`src/rtl/serial_addsub_if.sv`:
```
// Operand/result bundle for the digit-serial adder/subtractor.
// The master drives the request side and the slave returns the result and handshake flags.
interface serial_addsub_if #(
  parameter int WIDTH = 8
);
  logic             start;
  logic             mode;
  logic [WIDTH-1:0] A;
  logic [WIDTH-1:0] B;
  logic             Kin;
  logic [WIDTH-1:0] D;
  logic             Kout;
  logic             ovf;
  logic             zero;
  logic             busy;
  logic             done;

  modport master (
    output start, mode, A, B, Kin,
    input  D, Kout, ovf, zero, busy, done
  );

  modport slave (
    input  start, mode, A, B, Kin,
    output D, Kout, ovf, zero, busy, done
  );
endinterface

```
`src/rtl/serial_addsub.sv`:
```
// Digit-serial adder/subtractor: one DIGIT-bit slice per clock, LSB slice first.
// Subtraction is A + ~B + ~Kin, so the borrow-out is the inverted final carry.
module serial_addsub #(
  parameter int WIDTH = 8,
  parameter int DIGIT = 2
) (
  input logic           clk,
  input logic           rst_n,
  serial_addsub_if.slave bus
);

  localparam int N     = WIDTH / DIGIT;
  localparam int CNT_W = (N > 1) ? $clog2(N) : 1;

  if (DIGIT < 1 || DIGIT > WIDTH || (WIDTH % DIGIT) != 0) begin : g_bad_digit
    $error("serial_addsub: DIGIT must divide WIDTH and lie in 1..WIDTH");
  end

  typedef enum logic [1:0] {IDLE, RUN, DONE} state_t;

  state_t             state;
  logic [CNT_W-1:0]   cnt;
  logic [WIDTH-1:0]   a_sh;
  logic [WIDTH-1:0]   b_sh;
  logic [WIDTH-1:0]   r_sh;
  logic               mode_r;
  logic               c_r;
  logic               sa_r;
  logic               sb_r;

  logic [DIGIT-1:0]       b_dig;
  logic [DIGIT:0]         sum;
  logic [WIDTH+DIGIT-1:0] cat;
  logic [WIDTH-1:0]       r_next;
  logic                   last;

  // Signed overflow from operand signs and result sign; sub compares A against -B.
  function automatic logic ovf_of(input logic sub, input logic sa, input logic sb,
                                  input logic sd);
    if (sub) return (sa != sb) && (sd != sa);
    else     return (sa == sb) && (sd != sa);
  endfunction

  always_comb begin
    b_dig  = mode_r ? ~b_sh[DIGIT-1:0] : b_sh[DIGIT-1:0];
    sum    = {1'b0, a_sh[DIGIT-1:0]} + {1'b0, b_dig} + {{DIGIT{1'b0}}, c_r};
    cat    = {sum[DIGIT-1:0], r_sh};
    r_next = cat[WIDTH+DIGIT-1:DIGIT];
    last   = (cnt == CNT_W'(N - 1));
  end

  // Working registers: loaded at start, shifted one slice per RUN cycle
  always_ff @(posedge clk) begin
    if (state == IDLE && bus.start) begin
      a_sh   <= bus.A;
      b_sh   <= bus.B;
      mode_r <= bus.mode;
      c_r    <= bus.mode ? ~bus.Kin : bus.Kin;
      sa_r   <= bus.A[WIDTH-1];
      sb_r   <= bus.B[WIDTH-1];
    end else if (state == RUN) begin
      a_sh <= a_sh >> DIGIT;
      b_sh <= b_sh >> DIGIT;
      r_sh <= r_next;
      c_r  <= sum[DIGIT];
    end
  end

  // Control FSM with registered handshake and result outputs
  always_ff @(posedge clk) begin
    if (!rst_n) begin
      state    <= IDLE;
      cnt      <= '0;
      bus.D    <= '0;
      bus.Kout <= 1'b0;
      bus.ovf  <= 1'b0;
      bus.zero <= 1'b0;
      bus.busy <= 1'b0;
      bus.done <= 1'b0;
    end else begin
      case (state)
        IDLE: begin
          bus.done <= 1'b0;
          if (bus.start) begin
            state    <= RUN;
            cnt      <= '0;
            bus.busy <= 1'b1;
          end
        end
        RUN: begin
          if (last) begin
            state    <= DONE;
            bus.done <= 1'b1;
            bus.D    <= r_next;
            bus.Kout <= mode_r ? ~sum[DIGIT] : sum[DIGIT];
            bus.ovf  <= ovf_of(mode_r, sa_r, sb_r, sum[DIGIT-1]);
            bus.zero <= (r_next == '0);
          end else begin
            cnt <= cnt + CNT_W'(1);
          end
        end
        DONE: begin
          state    <= IDLE;
          bus.done <= 1'b0;
          bus.busy <= 1'b0;
        end
        default: begin
          state    <= IDLE;
          bus.done <= 1'b0;
          bus.busy <= 1'b0;
        end
      endcase
    end
  end

endmodule
```
`src/flat_wrapper.sv`:
```
// flat-port wrapper written by rule: the top's interface ports become plain ports
module serial_addsub_flat 
#(
  parameter int WIDTH = 8,
  parameter int DIGIT = 2
)
  (clk, rst_n, bus_start, bus_mode, bus_A, bus_B, bus_Kin, bus_D, bus_Kout, bus_ovf, bus_zero, bus_busy, bus_done);
  serial_addsub_if #(.WIDTH(WIDTH)) bus_i ();
  input logic clk;
  input logic rst_n;
  input wire logic [$bits(bus_i.start)-1:0] bus_start;
  input wire logic [$bits(bus_i.mode)-1:0] bus_mode;
  input wire logic [$bits(bus_i.A)-1:0] bus_A;
  input wire logic [$bits(bus_i.B)-1:0] bus_B;
  input wire logic [$bits(bus_i.Kin)-1:0] bus_Kin;
  output wire logic [$bits(bus_i.D)-1:0] bus_D;
  output wire logic [$bits(bus_i.Kout)-1:0] bus_Kout;
  output wire logic [$bits(bus_i.ovf)-1:0] bus_ovf;
  output wire logic [$bits(bus_i.zero)-1:0] bus_zero;
  output wire logic [$bits(bus_i.busy)-1:0] bus_busy;
  output wire logic [$bits(bus_i.done)-1:0] bus_done;
  assign bus_i.start = bus_start;
  assign bus_i.mode = bus_mode;
  assign bus_i.A = bus_A;
  assign bus_i.B = bus_B;
  assign bus_i.Kin = bus_Kin;
  assign bus_D = bus_i.D;
  assign bus_Kout = bus_i.Kout;
  assign bus_ovf = bus_i.ovf;
  assign bus_zero = bus_i.zero;
  assign bus_busy = bus_i.busy;
  assign bus_done = bus_i.done;
  serial_addsub #(.WIDTH(WIDTH), .DIGIT(DIGIT)) u_core (.clk(clk), .rst_n(rst_n), .bus(bus_i));
endmodule
```
`config.mk`:
```
export PLATFORM = sky130hd
export DESIGN_NAME = serial_addsub_flat
export DESIGN_NICKNAME = d
export VERILOG_FILES = /design/src/rtl/serial_addsub_if.sv /design/src/rtl/serial_addsub.sv /design/src/flat_wrapper.sv
export SDC_FILE = /design/constraint.sdc
export NUM_CORES = 1
export LEC_CHECK = 0
export CORE_MARGIN = 1.5
export CORE_UTILIZATION = 40
export DETAILED_ROUTE_END_ITERATION = 6
export PLACE_DENSITY_LB_ADDON = 0.3
export SLEW_MARGIN = 25
export SYNTH_ARGS = -nofsm -noshare
export SYNTH_HDL_FRONTEND = slang
export SYNTH_SLANG_ARGS = --single-unit
```
`constraint.sdc`:
```
create_clock -name clk -period 4.5 [get_ports clk]
set_input_delay 0.675 -clock clk [delete_from_list [all_inputs] [get_ports clk]]
set_output_delay 0.675 -clock clk [all_outputs]
set_load 0.005 [all_outputs]
```
==> results_dict.tcl, run 1 <==
set metrics [dict create \
    chipWidth_um 69.25 \
    slew_headroom_pct 53.64 \
    ctsResizeCount 0 \
    gr-total-overflow 0 \
    synthTopCellsByArea "edfxtp_1 (44%), dfxtp_1 (19%), nand2_1 (12%), a21boi_0 (2.6%), fa_1 (2.3%)" \
    fmax_ghz 0.4013 \
    ys_seq_area_share_pct 63.86 \
    startpoint_type "input pin" \
    r2r_end "u_core.bus.zero" \
    ant_nets 0 \
    worst_slew_pin_slew_ps 693.7 \
    finalMaxSlewViolations 0 \
    setup.worst_path.start "bus_start" \
    p_leak_nw 0.8324 \
    finalCritPeriodShare_pct 55.37 \
    drtIter0Drc 15 \
    synth_top_area_cell "edfxtp_1" \
    peakVddDrop_v 0.0002397 \
    first_pass_iters 4 \
    worstSetupEndpoint "u_core.a_sh[4]" \
    synth_top_area_share_pct 44.48 \
    crit_buf_inv 1 \
    worstPathMaxFanout 17 \
    finalSetupViolCount 0 \
    synth.distinct_cells 30 \
    cts_buffers 5 \
    clk_latency_ps 290 \
    grt_start_max_net_pins 22 \
    comb_power_share_pct 12.6 \
    cp_top_family "simple AND/OR/NAND/NOR gates" \
    grt_pass1_wl_mm 5.099 \
    rows 23 \
    final_common_cell "nand2_1" \
    clk_transition_reported_paths_ps 80 \
    rr_startpoint "u_core.mode_r" \
    slowest_delay_ps 640 \
    totalWireLength_mm 2.942 \
    run_status "finished clean" \
    rsz0062_at_grt "false" \
    synth_cells 156 \
    initial_utilization_pct 42.66 \
    p_int_w 0.0006198 \
    finalHoldViolations 0 \
    worstPathRequired_ps 4430 \
    path_depth 3 \
    syn_area_um2 1755 \
    cp_cell_sequence "clkdlybuf4s50_1, or3b_1, nand2_1" \
    slowest_stage "nand2_1" \
    crit_type "input pin to flop" \
    timing.final.ws_setup_ps 2008 \
    syn_area_per_cell_um2 11.25 \
    cts_tree "built" \
    viasPerCell 4.892 \
    hold_path_class "flop to flop" \
    n_antenna_cell 0 \
    syn_nets 180 \
    antenna_found_initial 0 \
    die_area_um2 4795 \
    ios 34 \
    switching_share_pct 23.75 \
    fillers 371 \
    period_needed_ps 2492 \
    wl_per_cell_um 12.21 \
    ctsHoldBuffers 0 \
    power_w 0.0008129 \
    ys_ff_latch 43 \
    power.switching_w 0.0001931 \
    grtUsageTotal_pct 13.63 \
    postCtsSetupBuffers 0 \
    layout-drive-gt1-share_pct 3.665 \
    nets 214 \
    cts_root_buf "clkbuf_8" \
    port-buffer-count 33 \
    route.detailed.drc 0 \
    end_kind "flop" \
    timing.clock.skew_ps 5.069 \
    final_cell_mix "nand2_1 (57), clkdlybuf4s50_1 (33), edfxtp_1 (26), dfxtp_1 (17), a21boi_0 (6)" \
    cp.arrival_ps 2420 \
    rr_worst_depth 6 \
    core-area_um2 4115 \
    area_growth_pct 24.66 \
    dp_hpwl_mm 2.156 \
    tns_ps 0 \
    cts_sinks 43 \
    vias 1179 \
    maxCapViolations 0 \
    p_seq_share_pct 58.6 \
    clock_power_share_pct 28.8 \
    grt_pass1_vias 1158 \
    r2r_slack_ps 2280 \
    dieHeight_um 69.25 \
    power_density_nw_per_um2 371.5 \
    ys_warn_count 0 \
    htreeDepth 2 \
    place_congestion 0.7539 \
    pre_cts_slack_ps 1676 \
    clockBufferDepth 2 \
]
routing by layer:
| metal | part of all wire [%] | track usage [%] | vias to the layer above |
|---|---|---|---|
| met2 | 50 | 23.18 | 35 |
| met5 | 0 | 0 | - |
| li1 | - | - | 588 |
| met1 | 43 | 15.92 | 548 |
| met3 | 4.8 | 3.634 | 8 |
| met4 | 2.2 | 6.536 | 0 |
final cells by class:
| class | count | area, um2 | share of cell area, % |
|---|---|---|---|
| multi-input cells | 104 | 576.8 | 26.36 |
| clock buffers | 7 | 76.32 | 3.488 |
| clock inverters | 1 | 5.005 | 0.2287 |
| repair buffers | 33 | 330.3 | 15.09 |
| flip-flops and latches | 43 | 1121 | 51.23 |
| well taps | 50 | 62.56 | 2.859 |
| inverters | 3 | 16.27 | 0.7433 |
state kept, by name (all words and copies together), names as in the netlist:
| signal | flops |
|---|---|
| u_core.b_sh | 8 |
| u_core.bus.D | 8 |
| u_core.r_sh | 6 |
| u_core.sa_r | 1 |
| u_core.mode_r | 1 |
| u_core.bus.busy | 1 |
| u_core.bus.Kout | 1 |
| u_core.cnt | 2 |
| u_core.bus.zero | 1 |
| u_core.sb_r | 1 |
| u_core.bus.ovf | 1 |
| u_core.bus.done | 1 |
| u_core.c_r | 1 |
| u_core.a_sh | 8 |
| u_core.state | 2 |
kinds of logic after synthesis:
| family | synth area share, % |
|---|---|
| DFF | 63.86 |
| buffers and inverters | 3.278 |
| and+or+nand+nor | 19.67 |
| adders and majority gates | 2.994 |
| muxes | 0.5702 |
| AOI/OAI and AO/OA | 7.127 |
| xor gates and xnor gates | 2.495 |
worst min path at each step:
| stage | from | end | slack [ps] | cells after the start |
|---|---|---|---|---|
| 6_report | u_core.bus.D[4] | u_core.bus.D[4] | 460 | 2 |
| 2_1_floorplan | u_core.r_sh[5] | u_core.r_sh[3] | 450 | 0 |
| 3_3_place_gp | u_core.bus.D[3] | u_core.bus.D[3] | 440 | 2 |
| 3_5_place_dp | u_core.bus.D[4] | u_core.bus.D[4] | 450 | 2 |
| 5_1_grt | u_core.bus.D[2] | u_core.bus.D[2] | 480 | 2 |
| 4_1_cts | u_core.bus.D[4] | u_core.bus.D[4] | 460 | 2 |
stage by stage:
step	instances	area, um2	hold slack, ps	utilization (%)
final	241	2188	458.9	53.18
after CTS	241	2188	464.0	53.18
after global placement	233	2107	443.3	51.20
after floorplan	156	1755	450.2	-
after detailed placement	233	2107	452.8	51.20
after global routing	241	2188	483.7	53.18
Yosys cell counts:
library cell,number
dfxtp_1,17
buf_6,2
a21boi_0,6
and3b_1,1
xor2_1,3
and2_1,5
nand2_1,57
clkbuf_1,1
o21ai_0,3
edfxtp_1,26
nor2b_1,2
nor2_1,1
or3b_1,1
clkinv_4,1
xnor2_1,2
a21oi_1,2
nor3_1,1
nand3b_1,2
buf_2,3
nand3_1,1
o21a_1,2
nand2b_1,1
o211a_1,1
ha_1,1
mux2i_1,1
fa_1,2
inv_1,2
nor4_1,2
nor3b_1,3
a21boi_1,4
worst register-to-register path, stage by stage, from the launching register on:
cell and delay, ps:
edfxtp_1 470, xor2_1 210, fa_1 380, fa_1 530, nor4_1 300, nand3_1 100
a21boi_0 150
power groups by stage:
stage / registers [W] / logic, W / clock network [W]
6_report: 0.000476 / 0.000102 / 0.000234
5_1_grt: 0.000480 / 0.000115 / 0.000256
4_1_cts: 0.000477 / 0.000105 / 0.000240
3_5_place_dp: 0.000486 / 0.000105 / 0
3_3_place_gp: 0.000484 / 0.000100 / 0
2_1_floorplan: 0.000481 / 0.0000698 / 0
Power figures use the tool's default switching activity.
==> run 2, diff against run 1 <==
- clock period: 4.5 -> 2.5 ns (I/O delays scaled with it)
==> results_dict.tcl, run 2 (synthesis gave the netlist of run 1 again) <==
set metrics [dict create \
    totalWireLength_mm 2.915 \
    antenna_found_initial 0 \
    setup.worst_path.start "u_core.mode_r" \
    clockBufferDepth 2 \
    end_kind "flop" \
    area_growth_pct 25.94 \
    clk_latency_ps 300 \
    cts_buffers 5 \
    fmax_ghz 0.4491 \
    finalCritPeriodShare_pct 89.08 \
    dieHeight_um 69.25 \
    reg_top3 "u_core.a_sh x8, u_core.b_sh x8, u_core.bus.D x8" \
    wl_per_cell_um 12.00 \
    startpoint_type "flop" \
    clk_transition_reported_paths_ps 80 \
    cts_tree "built" \
    rr_worst_depth 6 \
    n_antenna_cell 0 \
    first_pass_iters 4 \
    ctsResizeCount 0 \
    hold_depth 2 \
    port-buffer-count 33 \
    timing.clock.skew_ps 6.234 \
    chipWidth_um 69.25 \
    hp-start "u_core.bus.D[3]" \
    hold_end "u_core.bus.D[3]" \
    grt_pass1_wl_mm 5.092 \
    cp.arrival_ps 2450 \
    ant_nets 0 \
    final_util_pct 53.72 \
    fillers 377 \
    ctsHoldBuffers 0 \
    peakVddDrop_v 0.0003530 \
    finalHoldViolations 0 \
    r2r_end "u_core.bus.zero" \
    final_cell_mix "nand2_1 (57), clkdlybuf4s50_1 (33), edfxtp_1 (26), dfxtp_1 (17), a21boi_0 (6)" \
    vias 1170 \
    maxCapViolations 0 \
    worstPathRequired_ps 2730 \
    slew_headroom_pct 66.91 \
    dp_hpwl_mm 2.075 \
    ios 34 \
    nets 216 \
    route.detailed.drc 0 \
    drtIter0Drc 49 \
    viasPerCell 4.815 \
    power_density_nw_per_um2 669.9 \
    core-area_um2 4115 \
    r2r_slack_ps 270 \
    worstPathMaxFanout 5 \
    period_needed_ps 2227 \
    rsz0062_at_grt "false" \
    grtUsageTotal_pct 13.64 \
    grt_start_max_net_pins 22 \
    rr_startpoint "u_core.mode_r" \
    initial_utilization_pct 42.66 \
    tns_ps 0 \
    postCtsSetupBuffers 0 \
    final_common_cell "nand2_1" \
    cts_root_buf "clkbuf_8" \
    crit_type "flop to flop" \
    p_leak_nw 0.8398 \
    place_congestion 0.7552 \
    finalSetupViolCount 0 \
    hold_path_class "flop to flop" \
    rows 23 \
    run_status "finished clean" \
    worst_slew_pin_slew_ps 494.7 \
    die_area_um2 4795 \
    cts_sinks 43 \
    layout-drive-gt1-share_pct 5.699 \
    gr-total-overflow 0 \
    grt_pass1_vias 1131 \
    finalMaxSlewViolations 0 \
    htreeDepth 2 \
]
-- run 2: changes by cell type in the layout (fill, tap and decap cells not counted) --
cell / before / now
clkinvlp_4: 0 / 2
buf_4: 0 / 2
clkbuf_1: 2 / 0
-- run 2: worst max-delay path: stages, from the launching register on --
cell and delay, ps:
edfxtp_1 470, xor2_1 210, fa_1 390, fa_1 520
nor4_1 290, nand3_1 100, a21boi_0 170
-- run 2: how the worst max path moves through the flow --
stage	endpoint	slack (ps)
finish	u_core.bus.zero	270
global placement	u_core.bus.zero	370
floorplan	u_core.bus.zero	440
CTS	u_core.bus.zero	240
detailed placement	u_core.bus.zero	270
global route	u_core.bus.zero	90
-- run 2: power breakdown --
| group | leakage, nW | switching, W | internal, W | total [W] |
|---|---|---|---|---|
| Combinational | 0.405 | 0.0000946 | 0.0000931 | 0.000188 |
| Sequential | 0.395 | 0.0000280 | 0.000830 | 0.000858 |
| Clock | 0.0402 | 0.000241 | 0.000194 | 0.000436 |
| Total | 0.840 | 0.000364 | 0.00112 | 0.00148 |
-- run 2: final cells by class --
| class | count | area, um2 | area share, % |
|---|---|---|---|
| sequential | 43 | 1121 | 50.71 |
| timing repair buffer | 35 | 345.3 | 15.62 |
| inverter | 3 | 16.27 | 0.7357 |
| clock inverter | 3 | 20.02 | 0.9055 |
| multi-input combinational | 104 | 576.8 | 26.09 |
| tap | 50 | 62.56 | 2.830 |
| clock buffer | 5 | 68.82 | 3.113 |
-- run 2: metrics by stage --
step	total power (W)	hold slack, ps	instances	setup slack, ps	instance area, um2
6_report	0.001481	461.4	243	273.1	2211
5_1_grt	0.001557	482.9	243	90.60	2211
4_1_cts	0.001498	468.9	243	240.4	2211
3_5_place_dp	0.001065	457.9	235	268.5	2122
3_3_place_gp	0.001055	441.2	235	367.1	2122
2_1_floorplan	0.0009920	450.2	156	442.2	1755
-- run 2: routing by layer --
metal | wire length [um] | global-route usage (%) | part of all wire, % | vias up
met5 | 0 | 0 | 0 | -
met2 | 1416 | 22.22 | 49 | 31
met3 | 146 | 5.233 | 5.0 | 5
met4 | 39 | 5.229 | 1.3 | 0
met1 | 1311 | 16.33 | 45 | 540
li1 | - | - | - | 594
==> run 3, diff against run 2 <==
--- a/config.mk
+++ b/config.mk
@@ -9,4 +9,5 @@
 export CORE_UTILIZATION = 40
 export DETAILED_ROUTE_END_ITERATION = 6
+export DONT_BUFFER_PORTS = 1
 export PLACE_DENSITY_LB_ADDON = 0.3
 export SLEW_MARGIN = 25
==> constraint.sdc (replaced) <==
create_clock -name clk -period 2.5 [get_ports clk]
set_input_delay 0.375 -clock clk [delete_from_list [all_inputs] [get_ports clk]]
set_output_delay 0.375 -clock clk [all_outputs]
set_load 0.01 [all_outputs]
==> results_dict.tcl, run 3 (synthesis gave the netlist of run 1 again) <==
set metrics [dict create \
    run_status "finished clean" \
    hold_path_class "input pin to flop" \
    ios 34 \
    dp_cells 201 \
    die_area_um2 4795 \
    cp_cell_sequence "xor2_1, fa_1, fa_1, nor4_1, nand3_1, a21boi_0" \
    chipWidth_um 69.25 \
    period_needed_ps 2192 \
    cp.arrival_ps 2410 \
    cts_root_buf "clkbuf_8" \
    finalHoldViolations 0 \
    slew_headroom_pct 58.55 \
    fmax_ghz 0.4562 \
    antenna_found_initial 0 \
    clk_latency_ps 290 \
    cpMostUsedCell "fa_1" \
    worstPathRequired_ps 2720 \
    totalWireLength_mm 2.852 \
    core-area_um2 4115 \
    pre_cts_slack_ps 336.9 \
    gr-total-overflow 0 \
    grtUsageTotal_pct 13.01 \
    end_kind "flop" \
    htreeDepth 2 \
    rsz0062_at_grt "false" \
    vias 1070 \
    drtIter0Drc 43 \
    place_congestion 0.7060 \
    worst_slew_pin_slew_ps 621.7 \
    crit_type "flop to flop" \
    peakVddDrop_v 0.0003893 \
    tns_ps 0 \
    route.detailed.drc 0 \
    cp_top_family "adder cells" \
    fin_cells 209 \
    rows 23 \
    port-buffer-count 0 \
    dieHeight_um 69.25 \
    grt_start_max_net_pins 22 \
    p_leak_nw 0.7136 \
    grt_pass1_wl_mm 4.892 \
    final_common_cell "nand2_1" \
    clockBufferDepth 2 \
    ctsResizeCount 0 \
    dp_hpwl_mm 1.959 \
    fin_area_um2 1869 \
    ctsHoldBuffers 0 \
    grt_pass1_vias 1077 \
    reg_top3 "u_core.a_sh x8, u_core.b_sh x8, u_core.bus.D x8" \
    worstPathMaxFanout 5 \
    maxCapViolations 0 \
    first_pass_iters 4 \
    finalCritPeriodShare_pct 87.68 \
    ant_nets 0 \
    n_antenna_cell 0 \
    startpoint_type "flop" \
    timing.final.ws_setup_ps 308.0 \
    dpl-instance-area_um2 1784 \
    slowest_stage "fa_1" \
    final_util_pct 45.42 \
    nets 182 \
    cts_tree "built" \
    cts_buffers 5 \
    cts_sinks 43 \
    viasPerCell 5.120 \
    area_growth_pct 6.486 \
    timing.clock.skew_ps 6.509 \
    slowest_delay_ps 510 \
    crit_buf_inv 0 \
    power_density_nw_per_um2 763.4 \
    wl_per_cell_um 13.65 \
    finalSetupViolCount 0 \
    finalMaxSlewViolations 0 \
    layout-drive-gt1-share_pct 5.660 \
    clk_transition_reported_paths_ps 80 \
    final_cell_mix "nand2_1 (57), edfxtp_1 (26), dfxtp_1 (17), a21boi_0 (6)" \
    postCtsSetupBuffers 0 \
    initial_utilization_pct 42.66 \
]
==> run 3: changes by cell type in the layout (fill, tap and decap cells not counted) <==
cell and delta:
clkinvlp_4 -1, clkdlybuf4s50_1 -33, buf_4 -1, clkbuf_1 +1
==> run 3: worst paths after layout <==
check	startpoint	endpoint	slack, ps	depth (start not counted)
hold / removal	bus_B[7]	u_core.sb_r	170	0
setup / recovery	u_core.mode_r	u_core.bus.zero	310	6
setup reg to reg	u_core.mode_r	u_core.bus.zero	310	6
hold reg to reg	u_core.r_sh[7]	u_core.r_sh[5]	490	0
==> run 3: where the power goes <==
group          internal (W)  switching [W]  total (W)  leakage (nW)
sequential         0.000830      0.0000285   0.000858         0.395
clock              0.000195       0.000227   0.000422        0.0412
combinational     0.0000611      0.0000859   0.000147         0.278
==> run 3: cell type report <==
class | instances | area, um2
Clock buffer | 6 | 72.57
Clock inverter | 2 | 12.51
Fill cell | 394 | 2246
Inverter | 3 | 16.27
Multi-Input combinational cell | 104 | 576.8
Sequential cell | 43 | 1121
Tap cell | 50 | 62.56
Timing Repair Buffer | 1 | 7.507
==> run 3: per-layer routing <==
metal	vias to the layer above	GRT usage, %	routed length [um]
li1	526	-	-
met1	494	14.31	1199
met2	43	21.47	1359
met3	7	4.651	226
met4	0	7.843	65
met5	-	0	0
==> run 3: per-stage QoR <==
step | power (W) | hold WS [ps]
2_1_floorplan | 0.0009927 | 450.2
3_3_place_gp | 0.001017 | 470.3
3_5_place_dp | 0.001023 | 470.7
4_1_cts | 0.001449 | 158.8
5_1_grt | 0.001503 | 152.6
6_report | 0.001427 | 173.2
